==> config.mk <==
export PLATFORM = sky130hd
export DESIGN_NAME = amm_cmd_master
export DESIGN_NICKNAME = d
export VERILOG_FILES = /design/src/rtl/amm_master_pkg.sv /design/src/rtl/amm_timeout_cnt.sv /design/src/rtl/amm_cmd_master.sv
export SDC_FILE = /design/constraint.sdc
export NUM_CORES = 1
export LEC_CHECK = 0
export ABC_AREA = 1
export ABC_CLOCK_PERIOD_IN_PS = 6000
export CAP_MARGIN = 20
export CORE_UTILIZATION = 35
export DETAILED_ROUTE_END_ITERATION = 10
export GPL_TIMING_DRIVEN = 0
export HOLD_SLACK_MARGIN = 0.1
export PLACE_DENSITY = 0.63
export SYNTH_ARGS = -nofsm -noshare
export SYNTH_HDL_FRONTEND = slang
export SYNTH_HIERARCHICAL = 1
export SYNTH_SLANG_ARGS = --single-unit
==> constraint.sdc <==
create_clock -name clk_i -period 6 [get_ports clk_i]
set_input_delay 0.9 -clock clk_i [delete_from_list [all_inputs] [get_ports clk_i]]
set_output_delay 0.9 -clock clk_i [all_outputs]
set_load 0.02 [all_outputs]
==> src/rtl/amm_master_pkg.sv <==
// Shared types for the Avalon-MM command master.
// Holds the register-file geometry (32 x 16-bit), the master FSM state enum and
// the command / response record typedefs used by the master and its environment.
package amm_master_pkg;

  localparam int unsigned RegAddrW = 5;
  localparam int unsigned RegDataW = 16;
  localparam int unsigned RegBeW   = RegDataW / 8;

  typedef enum logic [2:0] {
    StIdle,
    StWr,
    StRdReq,
    StRdWait,
    StRsp
  } amm_state_e;

  typedef struct packed {
    logic                write;
    logic [RegAddrW-1:0] addr;
    logic [RegDataW-1:0] wrdata;
    logic [RegBeW-1:0]   byteen;
  } amm_cmd_t;

  typedef struct packed {
    logic                write;
    logic                timeout;
    logic [RegDataW-1:0] rddata;
  } amm_rsp_t;

endpackage

==> src/rtl/amm_timeout_cnt.sv <==
// Saturating cycle counter with synchronous clear and count enable.
// Ports:
//   clk_i, rst_n_i : clock, asynchronous active-low reset
//   clr_i          : force the count to zero on the next edge (wins over en_i)
//   en_i           : count up by one per cycle, holding at MaxVal
//   hit_o          : count currently equals MaxVal
module amm_timeout_cnt #(
  parameter int unsigned MaxVal = 255
) (
  input  logic clk_i,
  input  logic rst_n_i,
  input  logic clr_i,
  input  logic en_i,
  output logic hit_o
);

  localparam int unsigned CntW = (MaxVal < 2) ? 1 : $clog2(MaxVal + 1);

  logic [CntW-1:0] cnt_q, cnt_d;

  assign hit_o = (cnt_q == CntW'(MaxVal));

  always_comb begin
    cnt_d = cnt_q;
    if (clr_i) begin
      cnt_d = '0;
    end else if (en_i && !hit_o) begin
      cnt_d = cnt_q + 1'b1;
    end
  end

  always_ff @(posedge clk_i or negedge rst_n_i) begin
    if (!rst_n_i) begin
      cnt_q <= '0;
    end else begin
      cnt_q <= cnt_d;
    end
  end

endmodule

==> src/rtl/amm_cmd_master.sv <==
// Single-outstanding command-to-Avalon-MM master.
// Accepts one command (valid/ready), issues one Avalon-MM write or read with
// waitrequest and readdatavalid handling, then presents one response
// (valid/ready). Every bus phase is bounded by a TIMEOUT-cycle watchdog; on
// expiry the strobe drops and a response with rsp_timeout_o=1 and zero data is
// returned.
// Ports:
//   clk_i, rst_n_i       : clock, asynchronous active-low reset
//   cmd_*                : command stream (write flag, word address, data, byte enables)
//   rsp_*                : response stream (read data, command type, timeout flag)
//   amm_*                : Avalon-MM master port
module amm_cmd_master
  import amm_master_pkg::*;
#(
  parameter int unsigned ADDR_W  = RegAddrW,
  parameter int unsigned DATA_W  = RegDataW,
  parameter int unsigned TIMEOUT = 255
) (
  input  logic                clk_i,
  input  logic                rst_n_i,
  input  logic                cmd_valid_i,
  output logic                cmd_ready_o,
  input  logic                cmd_write_i,
  input  logic [ADDR_W-1:0]   cmd_addr_i,
  input  logic [DATA_W-1:0]   cmd_wrdata_i,
  input  logic [DATA_W/8-1:0] cmd_byteen_i,
  output logic                rsp_valid_o,
  input  logic                rsp_ready_i,
  output logic [DATA_W-1:0]   rsp_rddata_o,
  output logic                rsp_write_o,
  output logic                rsp_timeout_o,
  output logic [ADDR_W-1:0]   amm_address_o,
  output logic                amm_write_o,
  output logic                amm_read_o,
  output logic [DATA_W-1:0]   amm_writedata_o,
  output logic [DATA_W/8-1:0] amm_byteenable_o,
  input  logic                amm_waitrequest_i,
  input  logic [DATA_W-1:0]   amm_readdata_i,
  input  logic                amm_readdatavalid_i
);

  amm_state_e state_q, state_d;

  logic                cmd_write_q;
  logic [ADDR_W-1:0]   cmd_addr_q;
  logic [DATA_W-1:0]   cmd_wrdata_q;
  logic [DATA_W/8-1:0] cmd_byteen_q;

  logic                rsp_write_q, rsp_timeout_q;
  logic [DATA_W-1:0]   rsp_rddata_q;

  logic accept, to_hit, cnt_clr, cnt_en, rsp_load;

  assign accept   = cmd_valid_i && cmd_ready_o;
  // Counter restarts on every state change so each bus phase gets its own budget.
  assign cnt_clr  = (state_d != state_q);
  assign cnt_en   = (state_q == StWr) || (state_q == StRdReq) || (state_q == StRdWait);
  assign rsp_load = (state_q != StRsp) && (state_d == StRsp);

  amm_timeout_cnt #(
    .MaxVal(TIMEOUT)
  ) u_timeout_cnt (
    .clk_i  (clk_i),
    .rst_n_i(rst_n_i),
    .clr_i  (cnt_clr),
    .en_i   (cnt_en),
    .hit_o  (to_hit)
  );

  // State register
  always_ff @(posedge clk_i or negedge rst_n_i) begin
    if (!rst_n_i) begin
      state_q <= StIdle;
    end else begin
      state_q <= state_d;
    end
  end

  // Next-state logic; the watchdog takes priority over any bus handshake.
  always_comb begin
    state_d = state_q;
    unique case (state_q)
      StIdle: begin
        if (accept) state_d = cmd_write_i ? StWr : StRdReq;
      end
      StWr: begin
        if (to_hit || !amm_waitrequest_i) state_d = StRsp;
      end
      StRdReq: begin
        if (to_hit) begin
          state_d = StRsp;
        end else if (!amm_waitrequest_i) begin
          // Zero-latency slaves return data in the same cycle the read is taken.
          state_d = amm_readdatavalid_i ? StRsp : StRdWait;
        end
      end
      StRdWait: begin
        if (to_hit || amm_readdatavalid_i) state_d = StRsp;
      end
      StRsp: begin
        if (rsp_ready_i) state_d = StIdle;
      end
      default: state_d = StIdle;
    endcase
  end

  // Output logic
  always_comb begin
    cmd_ready_o = 1'b0;
    amm_write_o = 1'b0;
    amm_read_o  = 1'b0;
    rsp_valid_o = 1'b0;
    unique case (state_q)
      // Gated by reset so ready reads 0 while reset is held.
      StIdle:   cmd_ready_o = rst_n_i;
      StWr:     amm_write_o = !to_hit;
      StRdReq:  amm_read_o  = !to_hit;
      StRsp:    rsp_valid_o = 1'b1;
      default:  ;
    endcase
  end

  // Command and response holding registers
  always_ff @(posedge clk_i or negedge rst_n_i) begin
    if (!rst_n_i) begin
      cmd_write_q   <= 1'b0;
      cmd_addr_q    <= '0;
      cmd_wrdata_q  <= '0;
      cmd_byteen_q  <= '0;
      rsp_write_q   <= 1'b0;
      rsp_timeout_q <= 1'b0;
      rsp_rddata_q  <= '0;
    end else begin
      if (accept) begin
        cmd_write_q  <= cmd_write_i;
        cmd_addr_q   <= cmd_addr_i;
        cmd_wrdata_q <= cmd_wrdata_i;
        cmd_byteen_q <= cmd_byteen_i;
      end
      // Loaded only on entry to StRsp, so the response is frozen while it waits.
      if (rsp_load) begin
        rsp_write_q   <= cmd_write_q;
        rsp_timeout_q <= to_hit;
        rsp_rddata_q  <= (to_hit || cmd_write_q) ? '0 : amm_readdata_i;
      end
    end
  end

  assign amm_address_o    = cmd_addr_q;
  assign amm_writedata_o  = cmd_wrdata_q;
  assign amm_byteenable_o = cmd_byteen_q;
  assign rsp_write_o      = rsp_write_q;
  assign rsp_timeout_o    = rsp_timeout_q;
  assign rsp_rddata_o     = rsp_rddata_q;

endmodule

==> key figures, run 1 <==
Synthesis
  – Most frequent cell after synthesis: nand2_1
  – Synth area leader: dfrtp_1
  – Syn Std Cell Area: about 0.0024 sq mm
  – Most frequent cells after synthesis: nand2_1, dfrtp_1, nand3_1
  – Post-synthesis async set-or-reset flop share: 100%
  – Synth top area cells: dfrtp_1, nand2_1, nand3_1
  – Gate Count Post-Synth: 301
  – Post-synthesis sequential area ratio: a little over half
  – Synthesized Nets: 348
  – EDFF count, synth: 0
  – Number of register bits inferred by synthesis: between 50 and 60
  – Area share of the largest cell type after synthesis: a little over half
  – Ys flop type: dfrtp_1
  – Synth unique cells: 26
  – Warnings, synthesis: 6
  – Syn avg cell area: around 8 sq um

Floorplan
  – Core Footprint: a little under 0.007 sq mm
  – Die Y-Extent: approximately 85 microns
  – Std-Cell Rows: 30
  – Die width: around 85 microns
  – Initial core utilization: about 36%
  – IO Pins: between 90 and 100
  – Die area: about 0.0073 sq mm

Detailed routing
  – Vias per cell: between 4 and 5
  – Post-route antenna net violation count: 0
  – DRC violations left: 0
  – Wire length per cell: 12.0 microns
  – First-pass DRT Iterations: 4
  – DR vias: roughly 2.2k
  – Drt total wl: 5.75 mm
  – Number of DRC markers in iteration 0: just under 80

Clock network
  – Resized Gates After CTS: 0
  – CTS H-tree lvls: 2
  – Root Buffer Master: clkbuf_8
  – Clock buffer count from CTS: 5
  – CTS tree: built
  – Skew-Pair Late Insertion Delay: around 0.30 ns
  – CTS clk-pin slew, worst paths: ~0.09 ns
  – Num Clock Sinks: between 50 and 60
  – CTS Hold Bufs: 0
  – Clk buf depth: 2
  – Post CTS Setup Buffer Count: 0

Worst hold path
  – Worst min-delay path endpoint: amm_address_o[3]$_DFFE_PN0P_
  – Worst hold path startpoint: amm_address_o[3]$_DFFE_PN0P_
  – Hold Path Stages: 2
  – Tightest Hold Check Type: flip-flop to flip-flop

Global routing
  – Grt total ovfl: 0
  – Initial antenna violation count: 0
  – First-pass GRT wire length: approximately 9.7 mm
  – GRT Util Overall: 16.9%
  – Pin count of the biggest net entering global routing: 30
  – Vias in the first global route: 2,035

STA
  – RSZ-0062 raised after global routing: no
  – Slew Limit Headroom: 55.3%
  – Fin crit period: between 3 and 4 ns
  – Setup TNS: 0 ns
  – Final hold violations: 0
  – # setup viols final: 0
  – Final worst-path cycle share: between 50% and 60%
  – Final slew viol count: 0
  – Layout Skew: 0.00398 ns
  – Fmax: between 300 and 400 MHz
  – Worst slew pin tran: 0.670 ns

Placed design
  – Post-DP HPWL: between 4 and 5 mm
  – Placer Congestion: approximately 0.83
  – PortBufs: 90
  – Area post-placement: 0.00345 sq mm

Worst setup path
  – Max incr delay on CP: between 0.6 and 0.7 ns
  – Critical Path Fanout Max: 29
  – Worst-path cell chain: buf_2 > inv_1 > nor3_1 > clkdlybuf4s50_1
  – R2r setup slk: between 3 and 4 ns
  – Worst r2r src: u_timeout_cnt/cnt_q[1]$_DFFE_PN0P_
  – Reg2reg path depth: 16
  – CP bufs+invs: 3
  – Worst Setup Start Kind: input pin
  – CP arrival: between 2 and 2.5 ns
  – CP Capture Type: output pin
  – Worst path slowest cell: clkdlybuf4s50_1
  – Required time worst endpoint: 5.10 ns
  – R2r endpoint: u_timeout_cnt/cnt_q[1]$_DFFE_PN0P_
  – Critical path class: input pin to output pin
  – Top delay family on crit path: buffers and inverters

Job
  – Max_cap viols: 0

Power and ir drop
  – Power per cell area: a little under 500 mW/mm^2
  – P_leak: 1.79 nW
  – Design Power: 0.00175 W
  – Peak supply drop: between 0.2 and 0.25 mV

Cells and area
  – Fin nets: 446
  – Synth-to-layout area growth: 46.7%
  – Share of cells above drive strength 1: roughly 8.3%
  – Cell area after layout: roughly 0.0036 sq mm
  – Final core utilization: 52.8%
  – Antenna cells: 0

Status
  – Status: complete, no violations
[per-stage QoR]
| step | setup slack [ns] | hold slack (ns) | cells |
|---|---|---|---|
| 2_1_floorplan | 3.68 | 0.457 | 301 |
| 3_3_place_gp | 0.759 | 0.461 | 471 |
| 3_5_place_dp | 2.67 | 0.464 | 472 |
| 4_1_cts | 2.66 | 0.489 | 480 |
| 5_1_grt | 2.56 | 0.511 | 480 |
| 6_report | 2.70 | 0.485 | 480 |
[cells in the final DEF, fill, tap and decap left out, drive strengths merged]
cell type / count
nand3: 30
buf: 8
clkbuf: 8
clkdlybuf4s50: 89
ha: 1
nor3: 4
dfrtp: 53
bufinv: 1
nand4: 3
inv: 25
clkinv: 1
a21oi: 3
nor2: 20
clkinvlp: 1
xor2: 1
nand2: 144
o21ai: 8
[worst min-delay path: stages, from the launching register on]
cell and delay, ns:
dfrtp_1 0.35, nand2_1 0.05, nand2_1 0.05
[flip-flops by register name, indices dropped and copies added (netlist names)]
register and flops:
state_q 3, amm_byteenable_o 2, amm_address_o 5, u_timeout_cnt/cnt_q 8
rsp_write_o 1, cmd_write_q 1, rsp_timeout_o 1, rsp_rddata_o 16
amm_writedata_o 16
[final cells by class]
type	instances	area (sq um)
Fill cell	633	3190
Sequential cell	53	1330
Multi-Input combinational cell	214	952
Timing Repair Buffer	91	916
Inverter	26	103
Tap cell	80	100
Clock buffer	6	82.6
Buffer	8	51.3
Clock inverter	2	37.5
[logic make-up (layout without fill, tap and decap cells)]
group	count (synthesis)	after routing	synth area share [%]
adders and majority gates	1	1	0.514
xor gates and xnor gates	1	1	0.360
buffers and inverters	34	133	6.33
DFF	53	53	54.5
and+or+nand+nor	201	201	35.9
AOI/OAI and AO/OA	11	11	2.42
[metal layers]
layer	part of all wire, %	up-vias	global-route usage, %
li1	-	1127	-
met1	46	971	22.2
met2	44	66	26.9
met3	8.1	5	5.74
met4	1.1	0	4.55
met5	0	-	0
[worst max path at each step]
stage	start	to	slack [ns]	cells after the start
final	rst_n_i	cmd_ready_o	2.70	4
after global routing	rst_n_i	cmd_ready_o	2.56	4
after CTS	rst_n_i	cmd_ready_o	2.66	4
after detailed placement	rst_n_i	cmd_ready_o	2.67	4
after global placement	rst_n_i	cmd_ready_o	0.76	4
after floorplan	rst_n_i	cmd_ready_o	3.68	2
[power breakdown]
group          switching, W  internal (W)
Clock              0.000116      0.000136
Sequential        0.0000893      0.000493
Combinational      0.000529      0.000389
Total              0.000734       0.00102
No activity file was read; power rests on OpenSTA's default activity.
==> run 2, diff against run 1 <==
Settings changed: ABC_CLOCK_PERIOD_IN_PS 6000 to 3050.
Clock period 6 ns to 3.05 ns, I/O delays scaled along.
==> results of run 2 <==
The final DEF is identical to that of run 1. Status: complete, no violations.
Main changes from that run: setup slack after placement 2.67 ns -> 0.455 ns; setup slack after layout 2.70 ns -> 0.495 ns; hold slack 0.485 ns -> 0.181 ns; start point of the critical path rst_n_i -> u_timeout_cnt/cnt_q[1]$_DFFE_PN0P_; end point of the critical path cmd_ready_o -> amm_read_o; register-to-register setup slack 3.59 ns -> 0.64 ns; total power 0.00175 W -> 0.00345 W; worst IR drop on VDD 0.211 mV -> 0.416 mV
